**config.mk**
```make
export PLATFORM = sky130hd
export DESIGN_NAME = reg_fifo_flow_flat
export DESIGN_NICKNAME = d
export VERILOG_FILES = /design/src/rtl/reg_fifo_flow_if.sv /design/src/rtl/reg_fifo_flow.sv /design/src/flat_wrapper.sv
export SDC_FILE = /design/constraint.sdc
export NUM_CORES = 1
export LEC_CHECK = 0
export ABC_CLOCK_PERIOD_IN_PS = 12200
export CAP_MARGIN = 5
export CORE_MARGIN = 10
export CORE_UTILIZATION = 45
export DETAILED_ROUTE_END_ITERATION = 8
export PLACE_DENSITY_LB_ADDON = 0.15
export SYNTH_ARGS = -nofsm -noshare
export SYNTH_HDL_FRONTEND = slang
export SYNTH_SLANG_ARGS = --single-unit
```
**constraint.sdc**
```tcl
create_clock -name clk -period 12.2 [get_ports clk]
set_input_delay 2.44 -clock clk [delete_from_list [all_inputs] [get_ports clk]]
set_output_delay 2.44 -clock clk [all_outputs]
set_load 0.02 [all_outputs]
```
**src/rtl/reg_fifo_flow_if.sv**
```systemverilog
// Stream-side bundle of the register FIFO: request/data inputs plus status outputs.
// The master modport is the producer/consumer pair, the slave modport is the FIFO.
interface reg_fifo_flow_if #(
    parameter int DATA_BITS  = 8,
    parameter int DEPTH_BITS = 4
);
    logic                  flush;
    logic                  write;
    logic [DATA_BITS-1:0]  din;
    logic                  full_n;
    logic                  read;
    logic [DATA_BITS-1:0]  dout;
    logic                  empty_n;
    logic [DEPTH_BITS:0]   count;
    logic                  almost_full;
    logic                  almost_empty;
    logic                  overflow;
    logic                  underflow;

    modport master (
        output flush, write, din, read,
        input  full_n, dout, empty_n, count,
        input  almost_full, almost_empty, overflow, underflow
    );

    modport slave (
        input  flush, write, din, read,
        output full_n, dout, empty_n, count,
        output almost_full, almost_empty, overflow, underflow
    );
endinterface

```
**src/rtl/reg_fifo_flow.sv**
```systemverilog
// Shift-register FIFO with first-word fall-through, occupancy count, registered
// almost flags, synchronous flush and one-cycle overflow/underflow pulses.
module reg_fifo_flow #(
    parameter int DATA_BITS  = 8,
    parameter int DEPTH_BITS = 4,
    parameter int AF_LEVEL   = 12,
    parameter int AE_LEVEL   = 2
) (
    input  logic           clk,
    input  logic           nReset,
    reg_fifo_flow_if.slave bus
);
    localparam int DEPTH = 1 << DEPTH_BITS;
    localparam int CNT_W = DEPTH_BITS + 1;

    typedef logic [CNT_W-1:0]      cnt_t;
    typedef logic [DEPTH_BITS-1:0] idx_t;

    localparam cnt_t DEPTH_C = cnt_t'(DEPTH);
    localparam cnt_t AF_C    = cnt_t'(AF_LEVEL);
    localparam cnt_t AE_C    = cnt_t'(AE_LEVEL);

    logic [DATA_BITS-1:0] mem [DEPTH];
    cnt_t                 count_q;
    cnt_t                 count_next;
    idx_t                 rd_idx;
    logic                 empty_n_q;
    logic                 full_n_q;
    logic                 almost_full_q;
    logic                 almost_empty_q;
    logic                 overflow_q;
    logic                 underflow_q;
    logic                 wr_ok;
    logic                 rd_ok;
    logic                 shift_en;

    // A read at full frees the slot the concurrent write needs.
    always_comb begin
        wr_ok    = bus.write & (full_n_q | bus.read);
        rd_ok    = bus.read & empty_n_q;
        shift_en = wr_ok & ~bus.flush;
    end

    always_comb begin
        // NOTE: default first so every path assigns count_next and no latch is inferred.
        count_next = count_q;
        if (bus.flush)
            count_next = '0;
        else if (wr_ok && !rd_ok)
            count_next = count_q + cnt_t'(1);
        else if (rd_ok && !wr_ok)
            count_next = count_q - cnt_t'(1);
    end

    // NOTE: non-blocking assignments for all state so every register samples pre-edge values.
    always_ff @(posedge clk or negedge nReset) begin
        if (!nReset) begin
            count_q        <= '0;
            empty_n_q      <= 1'b0;
            full_n_q       <= 1'b1;
            almost_full_q  <= 1'b0;
            almost_empty_q <= 1'b1;
            overflow_q     <= 1'b0;
            underflow_q    <= 1'b0;
        end else begin
            count_q        <= count_next;
            empty_n_q      <= (count_next != '0);
            full_n_q       <= (count_next != DEPTH_C);
            almost_full_q  <= (count_next >= AF_C);
            almost_empty_q <= (count_next <= AE_C);
            overflow_q     <= bus.write & ~wr_ok & ~bus.flush;
            underflow_q    <= bus.read & ~empty_n_q & ~bus.flush;
        end
    end

    // NOTE: storage has no reset; count gates visibility, so stale words are never observed.
    always_ff @(posedge clk) begin
        if (shift_en) begin
            mem[0] <= bus.din;
            for (int i = 1; i < DEPTH; i++)
                mem[i] <= mem[i-1];
        end
    end

    // Oldest entry sits at count-1; at count==DEPTH the low bits wrap to 0 and the
    // subtraction lands on DEPTH-1 as required.
    always_comb begin
        rd_idx = count_q[DEPTH_BITS-1:0] - idx_t'(1);
    end

    assign bus.dout         = mem[rd_idx];
    assign bus.count        = count_q;
    assign bus.empty_n      = empty_n_q;
    assign bus.full_n       = full_n_q;
    assign bus.almost_full  = almost_full_q;
    assign bus.almost_empty = almost_empty_q;
    assign bus.overflow     = overflow_q;
    assign bus.underflow    = underflow_q;

endmodule

```
**src/flat_wrapper.sv**
```systemverilog
// flat-port wrapper written by rule: the top's interface ports become plain ports
module reg_fifo_flow_flat 
#(
    parameter int DATA_BITS  = 8,
    parameter int DEPTH_BITS = 4,
    parameter int AF_LEVEL   = 12,
    parameter int AE_LEVEL   = 2
)
  (clk, nReset, bus_flush, bus_write, bus_din, bus_read, bus_full_n, bus_dout, bus_empty_n, bus_count, bus_almost_full, bus_almost_empty, bus_overflow, bus_underflow);
  reg_fifo_flow_if #(.DATA_BITS(DATA_BITS), .DEPTH_BITS(DEPTH_BITS)) bus_i ();
  input  logic clk;
  input  logic nReset;
  input wire logic [$bits(bus_i.flush)-1:0] bus_flush;
  input wire logic [$bits(bus_i.write)-1:0] bus_write;
  input wire logic [$bits(bus_i.din)-1:0] bus_din;
  input wire logic [$bits(bus_i.read)-1:0] bus_read;
  output wire logic [$bits(bus_i.full_n)-1:0] bus_full_n;
  output wire logic [$bits(bus_i.dout)-1:0] bus_dout;
  output wire logic [$bits(bus_i.empty_n)-1:0] bus_empty_n;
  output wire logic [$bits(bus_i.count)-1:0] bus_count;
  output wire logic [$bits(bus_i.almost_full)-1:0] bus_almost_full;
  output wire logic [$bits(bus_i.almost_empty)-1:0] bus_almost_empty;
  output wire logic [$bits(bus_i.overflow)-1:0] bus_overflow;
  output wire logic [$bits(bus_i.underflow)-1:0] bus_underflow;
  assign bus_i.flush = bus_flush;
  assign bus_i.write = bus_write;
  assign bus_i.din = bus_din;
  assign bus_i.read = bus_read;
  assign bus_full_n = bus_i.full_n;
  assign bus_dout = bus_i.dout;
  assign bus_empty_n = bus_i.empty_n;
  assign bus_count = bus_i.count;
  assign bus_almost_full = bus_i.almost_full;
  assign bus_almost_empty = bus_i.almost_empty;
  assign bus_overflow = bus_i.overflow;
  assign bus_underflow = bus_i.underflow;
  reg_fifo_flow #(.DATA_BITS(DATA_BITS), .DEPTH_BITS(DEPTH_BITS), .AF_LEVEL(AF_LEVEL), .AE_LEVEL(AE_LEVEL)) u_core (.clk(clk), .nReset(nReset), .bus(bus_i));
endmodule
```
# == Word level (Yosys, flattened, before mapping) ==
# Memory sizes are Yosys's and may differ from the RTL's.
# Cells that the tools add are included.
# classes
eq_ne,1
order_cmp,2
n_reduce_logical,5
mux,5
n_bitwise,11
add_sub_neg,3
# ops
cell,n
2-to-1 mux 5 bit,3
bitwise AND 1 bit,7
adder 5 x 1 -> 5 bit (second input constant),1
>= comparator 5 x 4 -> 1 bit (second input constant),1
<= comparator 5 x 2 -> 1 bit (second input constant),1
inequality test 5 bit (second input constant),1
nonzero test 5 bit,1
subtractor 5 x 1 -> 5 bit (second input constant),1
subtractor 4 x 1 -> 4 bit (second input constant),1
NOT 1 bit,3
logical AND 1 bit,2
logical NOT 1 bit,2
2-to-1 mux 1 bit,2
OR 1 bit,1
# totals
ram_bits,128
memories,1
input_bits,13
wordCells,35
regBits,11
output_inout_bits,19
# memory_table
memory,depth,word_bits,read_ports,rd_ports_with_merged_regs,write_ports,line,source
u_core.mem,16,8,16,0,16,reg_fifo_flow.sv:23,logic [DATA_BITS-1:0] mem [DEPTH];

# == Depth between registers and ports, before layout ==
# logic_depth
word_depth,8
depth_mapped,8
ltp_nobuf,7

# == Worst setup path after synthesis ==
# Ideal clock, no wire load.
# synth_path
path_kind,input to register
start,input bus_flush
end,"memory u_core.mem[0][0], enable pin"
cell_stages,3
setup_ns,0.616
required_ns,11.584
n_path_buf,1
slack_ns,3.477
arrival_ns,8.107
path_cell_list,clkbuf_1 -> nand2b_1 -> nor2_1
# synth_rtl
element,line,source
"start, declared",flat_wrapper.sv:13,input wire logic [$bits(bus_i.flush)-1:0] bus_flush;
"end, declared",reg_fifo_flow.sv:23,

# == Final worst setup path ==
# layout_path
start,"register u_core.count_q[0], in the netlist u_core.bus.count[0]"
end,output bus_dout[5]
# layout_via
elab_chain_cells,2
# layout_lines
element,line,source
"start, declared",reg_fifo_flow.sv:24,cnt_t count_q;
"start signal, assigned",reg_fifo_flow.sv:66,count_q <= count_next;
subtractor 4 x 1 -> 4 bit,reg_fifo_flow.sv:88,rd_idx = count_q[DEPTH_BITS-1:0] - idx_t'(1);
memory (16 x 8 bit),-,
"end, declared",flat_wrapper.sv:18,output wire logic [$bits(bus_i.dout)-1:0] bus_dout;
# No other way between the ends.

==> impl_metrics.csv <==
group,metric,value,unit
timing,fmax,158,MHz
timing,hold_viol,0,
die,die_x,132,um
clock_network,cts_setup_buffers,0,
timing,max_slew_margin,26.5,%
synthesis,yosys_register_bits,139,
worst_setup_path,regToRegStartpoint,"u_core.bus.full_n",
timing,drv_slew,0,
synthesis,async_reset_ff_share,7.91,%
die,rows,40,
clock_network,clock_path_buffers,2,
min_path,min_path_type,"reg -> reg",
pwr,cellPowerDensity,230,mW/mm2
drt,postRouteAntennaNets,0,
synthesis,ys_dominant_reg_cell,"edfxtp_1",
synthesis,ys_types,48,
status,status,"complete, no violations",
finish,drive_above_1_share,21.5,%
clock_network,cts_resized,0,
worst_setup_path,cp-end-kind,"output pin",
timing,tns,0,ps
drt,num_vias,2677,
drt,drc,0,
drt,drt-pass1-iter-count,4,
timing,worst_slack,5850,ps
drt,drt_iter0_drc,367,
die,die_h,132,um
min_path,min_delay_path_depth,0,
drt,routed_wirelength,9.15,mm
global_routing,grt_usage,11.4,%
clock_network,clk_pin_slew,50,ps
clock_network,cts_root_buf,"clkbuf_16",
timing,rsz0062_at_grt,"no",
worst_setup_path,critPathKind,"reg -> out",
worst_setup_path,worst_path_max_delay_cell,"clkdlybuf4s50_1",
finish,multi_input_area,0.00141,mm2
timing,setup_viol,0,
worst_setup_path,r2r_end,"u_core.mem[4][4]",
flow_run,maxCapViolations,0,
placement,io_buffer_count,31,
die,initial_core_util,46.4,%
synthesis,synth_area,0.00565,mm2
timing,finalCritPeriodShare,52.0,%
clock_network,cts_tree,"yes",
die,dieArea,0.0174,mm2
finish,syn_to_final_growth,17.7,%
timing,whs,439,ps
min_path,hp-start,"u_core.mem[6][4]",
global_routing,grt_pass1_vias,2828,
clock_network,clkSinkCount,139,
placement,gp_congestion,0.818,
worst_setup_path,critPathLaunchType,"register",
finish,final_util,54.6,%
synthesis,synth.avg_cell_area,20.1,um2
worst_setup_path,cpPeakStageDelay,590,ps
clock_network,htree_levels,4,
worst_setup_path,worstRegToRegCells,3,
pwr,leakage,0.00217,uW
worst_setup_path,rrSetupSlack,9280,ps
global_routing,gr-total-overflow,0,
synthesis,syn_nets,296,
pwr,power,1530,uW
timing,skew,5.36,ps
finish,seqCellArea,0.00412,mm2
timing,fin_crit,6350,ps
worst_setup_path,cp_max_fo,40,
die,coreArea,0.0122,mm2
worst_setup_path,crit_top_cell,"buf_4",
placement,dpl.hpwl,5.43,mm
synthesis,synth_edf_count,128,
min_path,hold_path_end,"u_core.mem[7][4]",
global_routing,grt_pass1_wl,15.5,mm
clock_network,insertion_delay,410,ps
worst_setup_path,arrival,3910,ps
finish,fill_cells,950,
clock_network,numCtsBuffers,17,
worst_setup_path,cp_cell_sequence,"buf_4 -> inv_1 -> ha_1 -> buf_4 -> mux4_2 -> nor2b_1 -> a211oi_1 -> a21oi_1 -> clkdlybuf4s50_1",
pwr,ir_drop,0.0938,mV
finish,antennaDiodeCount,0,
synthesis,synth_seq_area_share,73.0,%
placement,pre_cts_ws,6230,ps
drt,routedWlPerCell,18.3,um
synthesis,synth_warnings,0,
timing,worst_pin_slew,1100,ps
die,pin_count,32,
finish,fin_nets,334,
worst_setup_path,critical_path_required,9760,ps
drt,avgViaCountPerCell,5.36,
clock_network,hold_buffers,0,
global_routing,grt_max_degree,91,
synthesis,synth_cells,281,
global_routing,antenna_found_initial,0,
==> metrics by stage <==
step                      instances  cell area, um2
final                           499            6640
after CTS                       499            6640
after global placement          468            6110
after detailed placement        468            6110
after global routing            499            6640
after floorplan                 281            5650
==> flip-flops by register name, indices dropped and copies added (netlist names) <==
signal / flops
u_core.mem: 128
u_core.bus.count: 5
u_core.bus.empty_n: 1
u_core.bus.underflow: 1
u_core.bus.almost_empty: 1
u_core.bus.almost_full: 1
u_core.bus.overflow: 1
u_core.bus.full_n: 1
==> Yosys cell counts, types with 2 or more instances <==
cell type  instances  area, um2
a21oi_1           10       50.1
buf_2             10       50.1
nand2_1            3       11.3
nand3_1            2       10.0
clkbuf_1           2       7.51
dfstp_2            2       52.6
dfrtp_1            9        225
nor2_1            10       37.5
buf_4              2       15.0
inv_1              4       15.0
nor2b_1            9       56.3
nand4b_1           3       26.3
o211ai_1           2       15.0
ha_1               2       25.0
mux2i_1            9       90.1
xnor2_1            3       26.3
edfxtp_1         128       3840
nor3_2             2       20.0
a211oi_1           8       60.1
xor2_1             2       17.5
mux4_2            32        721
==> worst max-delay path, delay by kind of cell, from the launching register on <==
| kind | cells | cell delay, ps |
|---|---|---|
| buf+inv | 4 | 1830 |
| mux | 1 | 360 |
| simple gates | 1 | 140 |
| flops | 1 | 330 |
| compound gates | 2 | 340 |
| fa+ha+maj | 1 | 460 |
==> cells by family (layout without fill, tap and decap cells) <==
| logic type | after synthesis | after routing | share of synthesized area [%] |
|---|---|---|---|
| compound gates | 27 | 27 | 3.24 |
| buf+inv | 21 | 71 | 2.08 |
| xor+xnor | 7 | 7 | 1.35 |
| mux | 42 | 42 | 14.6 |
| flops | 139 | 139 | 73.0 |
| fa+ha+maj | 2 | 2 | 0.443 |
| simple gates | 43 | 43 | 5.28 |
==> cells in the final DEF (no fill, tap or decap), types with 2 or more instances in the layout <==
cell type / count
nand3_1: 2
clkbuf_16: 17
mux2i_1: 9
nor3_2: 2
bufinv_16: 2
a21oi_1: 10
dfrtp_1: 8
edfxtp_1: 128
clkinv_2: 3
clkinv_1: 8
a211oi_1: 8
nand2_1: 3
clkdlybuf4s50_1: 31
xor2_1: 2
nor2_1: 9
inv_1: 4
o211ai_1: 2
nor2b_1: 9
nor2_4: 2
buf_4: 4
ha_1: 2
dfstp_2: 2
nand4b_1: 3
mux4_2: 32
xnor2_1: 3
==> worst max path at each step <==
| stage | start | depth (start not counted) | endpoint |
|---|---|---|---|
| final | u_core.bus.count[0] | 9 | bus_dout[5] |
| after global routing | u_core.bus.count[0] | 9 | bus_dout[5] |
| after CTS | u_core.bus.count[0] | 9 | bus_dout[6] |
| after detailed placement | u_core.bus.count[0] | 9 | bus_dout[6] |
| after global placement | u_core.bus.count[0] | 9 | bus_dout[6] |
| after floorplan | bus_flush | 3 | u_core.mem[0][0] |
==> layout make-up <==
type / count / area share [%]
flip-flops and latches: 139 / 62.1
repair buffers: 35 / 5.12
clock buffers: 18 / 6.46
inverters: 5 / 0.282
well taps: 168 / 3.16
clock inverters: 13 / 1.64
multi-input cells: 121 / 21.3
==> per-layer routing <==
layer / GRT usage [%] / wire length (um)
met1: 15.1 / 4320
met2: 16.2 / 4240
met3: 4.04 / 389
met4: 6.00 / 199
met5: 0 / 0
==> report_power, final <==
group          internal, uW  switching, uW  leakage (uW)
logic                   226            251      0.000568
clock network           292            177      0.000262
registers               556           22.0       0.00134
total                  1080            451       0.00217
Note: power is estimated with default switching activity, not from simulation.
